**src/rtl/uart_rx.sv**
```systemverilog
// 8N1 UART receiver: 2-flop synchroniser, mid-bit sampling on a cycle counter.
// Define UART_RX_PARITY_EN for 8E1 framing with a parity_err strobe.
module uart_rx #(
    parameter int unsigned cycles_per_bit = 20000
) (
    input  logic       clk,
    input  logic       rst_n,
    input  logic       ser_rx,
    output logic [7:0] out_data,
    output logic       out_valid,
    output logic       frame_err,
`ifdef UART_RX_PARITY_EN
    output logic       parity_err,
`endif
    output logic       busy
);

    localparam int unsigned CycW = $clog2(cycles_per_bit);
    localparam logic [CycW-1:0] HalfLast = CycW'(cycles_per_bit / 2 - 1);
    localparam logic [CycW-1:0] BitLast  = CycW'(cycles_per_bit - 1);

    typedef enum logic [2:0] {
        StIdle,
        StStart,
        StData,
`ifdef UART_RX_PARITY_EN
        StParity,
`endif
        StStop
    } state_e;

    state_e          state_q, state_d;
    logic [1:0]      sync_q;
    logic            sync;
    logic [CycW-1:0] cyc_q, cyc_d;
    logic [2:0]      bitn_q, bitn_d;
    logic [7:0]      shift_q, shift_d;
    logic [7:0]      data_q, data_d;
    logic            valid_q, valid_d;
    logic            ferr_q, ferr_d;
`ifdef UART_RX_PARITY_EN
    logic            par_q, par_d;
    logic            perr_q, perr_d;
`endif

    assign sync = sync_q[1];

    always_ff @(posedge clk or negedge rst_n) begin
        if (!rst_n) begin
            sync_q  <= 2'b11;
            state_q <= StIdle;
            cyc_q   <= '0;
            bitn_q  <= '0;
            shift_q <= '0;
            data_q  <= '0;
            valid_q <= 1'b0;
            ferr_q  <= 1'b0;
`ifdef UART_RX_PARITY_EN
            par_q   <= 1'b0;
            perr_q  <= 1'b0;
`endif
        end else begin
            sync_q  <= {sync_q[0], ser_rx};
            state_q <= state_d;
            cyc_q   <= cyc_d;
            bitn_q  <= bitn_d;
            shift_q <= shift_d;
            data_q  <= data_d;
            valid_q <= valid_d;
            ferr_q  <= ferr_d;
`ifdef UART_RX_PARITY_EN
            par_q   <= par_d;
            perr_q  <= perr_d;
`endif
        end
    end

    always_comb begin
        state_d = state_q;
        cyc_d   = cyc_q + CycW'(1);
        bitn_d  = bitn_q;
        shift_d = shift_q;
        data_d  = data_q;
        valid_d = 1'b0;
        ferr_d  = 1'b0;
`ifdef UART_RX_PARITY_EN
        par_d   = par_q;
        perr_d  = 1'b0;
`endif
        case (state_q)
            StIdle: begin
                cyc_d = '0;
                if (!sync) state_d = StStart;
            end
            StStart: begin
                // Mid start bit: a high line here was only a glitch.
                if (cyc_q == HalfLast) begin
                    cyc_d   = '0;
                    bitn_d  = '0;
                    state_d = sync ? StIdle : StData;
                end
            end
            StData: begin
                if (cyc_q == BitLast) begin
                    cyc_d   = '0;
                    shift_d = {sync, shift_q[7:1]};
                    bitn_d  = bitn_q + 3'd1;
                    if (bitn_q == 3'd7) begin
`ifdef UART_RX_PARITY_EN
                        state_d = StParity;
`else
                        state_d = StStop;
`endif
                    end
                end
            end
`ifdef UART_RX_PARITY_EN
            StParity: begin
                if (cyc_q == BitLast) begin
                    cyc_d   = '0;
                    par_d   = sync;
                    state_d = StStop;
                end
            end
`endif
            StStop: begin
                // Leave mid stop bit so a following start edge is never missed.
                if (cyc_q == BitLast) begin
                    cyc_d   = '0;
                    state_d = StIdle;
                    if (!sync) begin
                        ferr_d = 1'b1;
`ifdef UART_RX_PARITY_EN
                    end else if (^{shift_q, par_q}) begin
                        perr_d = 1'b1;
`endif
                    end else begin
                        valid_d = 1'b1;
                        data_d  = shift_q;
                    end
                end
            end
            default: state_d = StIdle;
        endcase
    end

    assign out_data   = data_q;
    assign out_valid  = valid_q;
    assign frame_err  = ferr_q;
`ifdef UART_RX_PARITY_EN
    assign parity_err = perr_q;
`endif
    assign busy       = (state_q != StIdle);

endmodule
```
**config.mk**
```make
export PLATFORM = sky130hd
export DESIGN_NAME = uart_rx
export DESIGN_NICKNAME = d
export VERILOG_FILES = /design/src/rtl/uart_rx.sv
export SDC_FILE = /design/constraint.sdc
export NUM_CORES = 1
export LEC_CHECK = 0
export CAP_MARGIN = 20
export CORE_MARGIN = 3
export CORE_UTILIZATION = 30
export CTS_CLUSTER_DIAMETER = 80
export DETAILED_ROUTE_END_ITERATION = 10
export GPL_ROUTABILITY_DRIVEN = 0
export HOLD_SLACK_MARGIN = 0.03
export PLACE_DENSITY = 0.51
export SLEW_MARGIN = 20
export SYNTH_ARGS = -nofsm -noshare
export SYNTH_HDL_FRONTEND = slang
export SYNTH_SLANG_ARGS = --single-unit
export TNS_END_PERCENT = 10
```
**constraint.sdc**
```tcl
create_clock -name clk -period 2.6 [get_ports clk]
set_input_delay 0.52 -clock clk [delete_from_list [all_inputs] [get_ports clk]]
set_output_delay 0.52 -clock clk [all_outputs]
set_load 0.005 [all_outputs]
```
==> metrics.md <==
| Metric | Value |
|---|---|
| Status | finished clean |
| Initial antenna violation count | 0 |
| Clock Skews | 0.00620 ns |
| Rows | 27 |
| CP Data Required Time | 2.08 ns |
| Synth warn | 0 |
| GRT Util Overall | 10.4% |
| CP Launch Point | state_q[1]$_DFFE_PN0P_ |
| FILL cells | 530 |
| Grt ovf | 0 |
| Register area | 1000 um^2 |
| Post-CTS resize count | 0 |
| FF-to-FF End | out_data[5]$_DFFE_PN0P_ |
| DRT antenna net count | 0 |
| 1st-iter DRT viols | 50 |
| DPL Wire Length | 2.29 mm |
| Peak ir drop on the vdd network | 0.277 mV |
| Slew Viols, Final | 0 |
| Longest Clk Path Bufs | 2 |
| Sequential element share of the synthesized area | 55.8% |
| Worst hold slack | 0.348 ns |
| Antenna fix cells | 0 |
| Post-layout nets | 174 |
| IO Pins | 14 |
| Root buffer cell | clkbuf_8 |
| Setup violators final | 0 |
| Share of the clock period used by the worst path | 81.8% |
| Pwr Total | 1.03 mW |
| Hold buffer count at CTS | 0 |
| Min Tclk post-route | 2.13 ns |
| Clock Sinks | 40 |
| Critical path class | reg -> out |
| Worst EP arrival | 1.61 ns |
| Critical path peak fanout | 11 |
| Total iterations of the first detailed-routing run | 4 |
| Reg2Reg Depth | 5 |
| Startpoint class of the critical path | flip-flop |
| Area grow syn2layout | 16.3% |
| CTS H-tree lvls | 2 |
| RR Startpoint | cyc_q[0]$_DFF_PN0_ |
| Max-cap violation count | 0 |
| Yosys reg bits | 40 |
| Die width | 83.4 um |
| Top achievable clock speed | 470 MHz |
| Setup TNS | 0 ns |
| WL final | 3.31 mm |
| First-pass GRT wire length | 5.84 mm |
| Core area | 5640 um^2 |
| Slew @ Worst Pin | 0.876 ns |
| Floorplan die height | 83.4 um |
| Internal reg-to-reg setup slack | 0.57 ns |
| # Post-CTS Setup Buffers | 0 |
| Static leakage | 0.941 nW |
| Via density | 4.88 |
| Largest net degree at the start of global routing | 41 |
| RSZ-0062 raised after global routing | false |
| TritonCTS buffer count | 5 |
| Reg clk slew, reported paths | 0.08 ns |
| Most common cell after layout, fill and taps aside | dfrtp_1 |
| Pwr Density | 495 nW/um^2 |
| Mean post-synth cell area | 12.0 um^2 |
| Netlist cell types | 30 |
| Share of layout cells above drive strength 1 | 20.1% |
| Port-buffer cells | 13 |
| Initial core utilization | 31.9% |
| Final Util | 37.1% |
| Die area | 6960 um^2 |
| Commonest cells after routing, fill and taps aside | dfrtp_1 (38), nor2_1 (20), mux2_2 (15) |
| # DRC | 0 |
| Synth Cell Area | 1800 um^2 |
| Vias | 1,176 |
| Post-place setup slack | 0.527 ns |
| Vias in the first global route | 1,224 |
| Final Hold Viols | 0 |
| CTS tree | built |
| Final worst slack | 0.474 ns |
| Routed length per instance | 13.7 um |
| Synth Net Count | 156 |
| Worst hold path class | in -> async |
| Max-slew headroom | 41.6% |
| Setup crit end kind | output port |
| Syn Inst Count | 150 |
| Clk_lat worst skew | 0.29 ns |
| Area of the multi-input gates | 772 um^2 |
## sequential cells by signal, indices dropped and copies added, names as in the netlist
signal and count:
bitn_q 3, cyc_q 15, frame_err 1, out_data 8
out_valid 1, shift_q 8, state_q 2, sync_q 2
## worst max-delay path by stage
stage / slack [ns] / to / cells after the start
final: 0.47 / busy / 2
after floorplan: 0.77 / out_data[0]$_DFFE_PN0P_ / 5
after CTS: 0.47 / busy / 2
after global placement: 0.61 / out_data[7]$_DFFE_PN0P_ / 5
after detailed placement: 0.53 / out_data[5]$_DFFE_PN0P_ / 5
after global routing: 0.40 / out_data[0]$_DFFE_PN0P_ / 5
## cell type report
cell class	instances	share of cell area (%)
sequential	40	48.0
inverter	1	0.180
clock buffer	7	3.65
timing repair buffer	15	6.70
clock inverter	1	0.239
tap	72	4.31
multi-input combinational	105	36.9
## synth_stat cells (all sizes together)
cell type | n | area, um^2
or2 | 1 | 6.26
a2bb2oi | 1 | 8.76
dfrtp | 38 | 951
nor4bb | 1 | 10.0
nand4 | 6 | 52.6
buf | 3 | 15.0
mux2i | 2 | 20.0
a22oi | 1 | 12.5
inv | 1 | 3.75
and2 | 1 | 6.26
nand3 | 8 | 40.0
mux2 | 15 | 169
o21ai | 2 | 10.0
xnor2 | 11 | 96.3
ha | 3 | 37.5
nand2 | 9 | 33.8
xor2 | 2 | 17.5
and4bb | 4 | 50.1
o211ai | 2 | 15.0
nor3 | 6 | 41.3
nor2 | 20 | 75.1
nor2b | 3 | 18.8
nor4 | 4 | 25.0
and4b | 1 | 10.0
dfstp | 2 | 52.6
clkbuf | 1 | 3.75
nand3b | 1 | 7.51
o22a | 1 | 8.76
## kinds of logic after synthesis
| kind of cell | Yosys count | synth area share (%) |
|---|---|---|
| buf+inv | 5 | 1.25 |
| mux | 17 | 10.5 |
| flops | 40 | 55.8 |
| simple gates | 65 | 20.9 |
| compound gates | 7 | 3.06 |
| xor+xnor | 13 | 6.33 |
| fa+ha+maj | 3 | 2.09 |
## worst max-delay path, cell delays in order (launching register included)
cell             delay, ns
dfrtp_1               0.50
or2_2                 0.36
clkdlybuf4s50_1       0.46
## through the flow
stage,std cells,area [um^2]
after CTS,241,2090
after global placement,233,2010
after global routing,241,2090
final,241,2090
after floorplan,150,1800
after detailed placement,233,2010
## per-layer routing
layer	routed length, um	part of all wire (%)	global-route usage [%]	up-vias
met3	87	2.6	2.78	6
met4	56	1.7	4.82	0
met1	1590	48	13.5	580
li1	-	-	-	571
met5	0	0	0	-
met2	1580	48	16.2	19
## where the power goes
group	switching [mW]	leakage (nW)	internal [mW]	total, mW
Clock	0.205	0.0422	0.188	0.394
Sequential	0.000996	0.537	0.625	0.626
Combinational	0.0127	0.362	0.00199	0.0147
No activity file was read; power rests on OpenSTA's default activity.
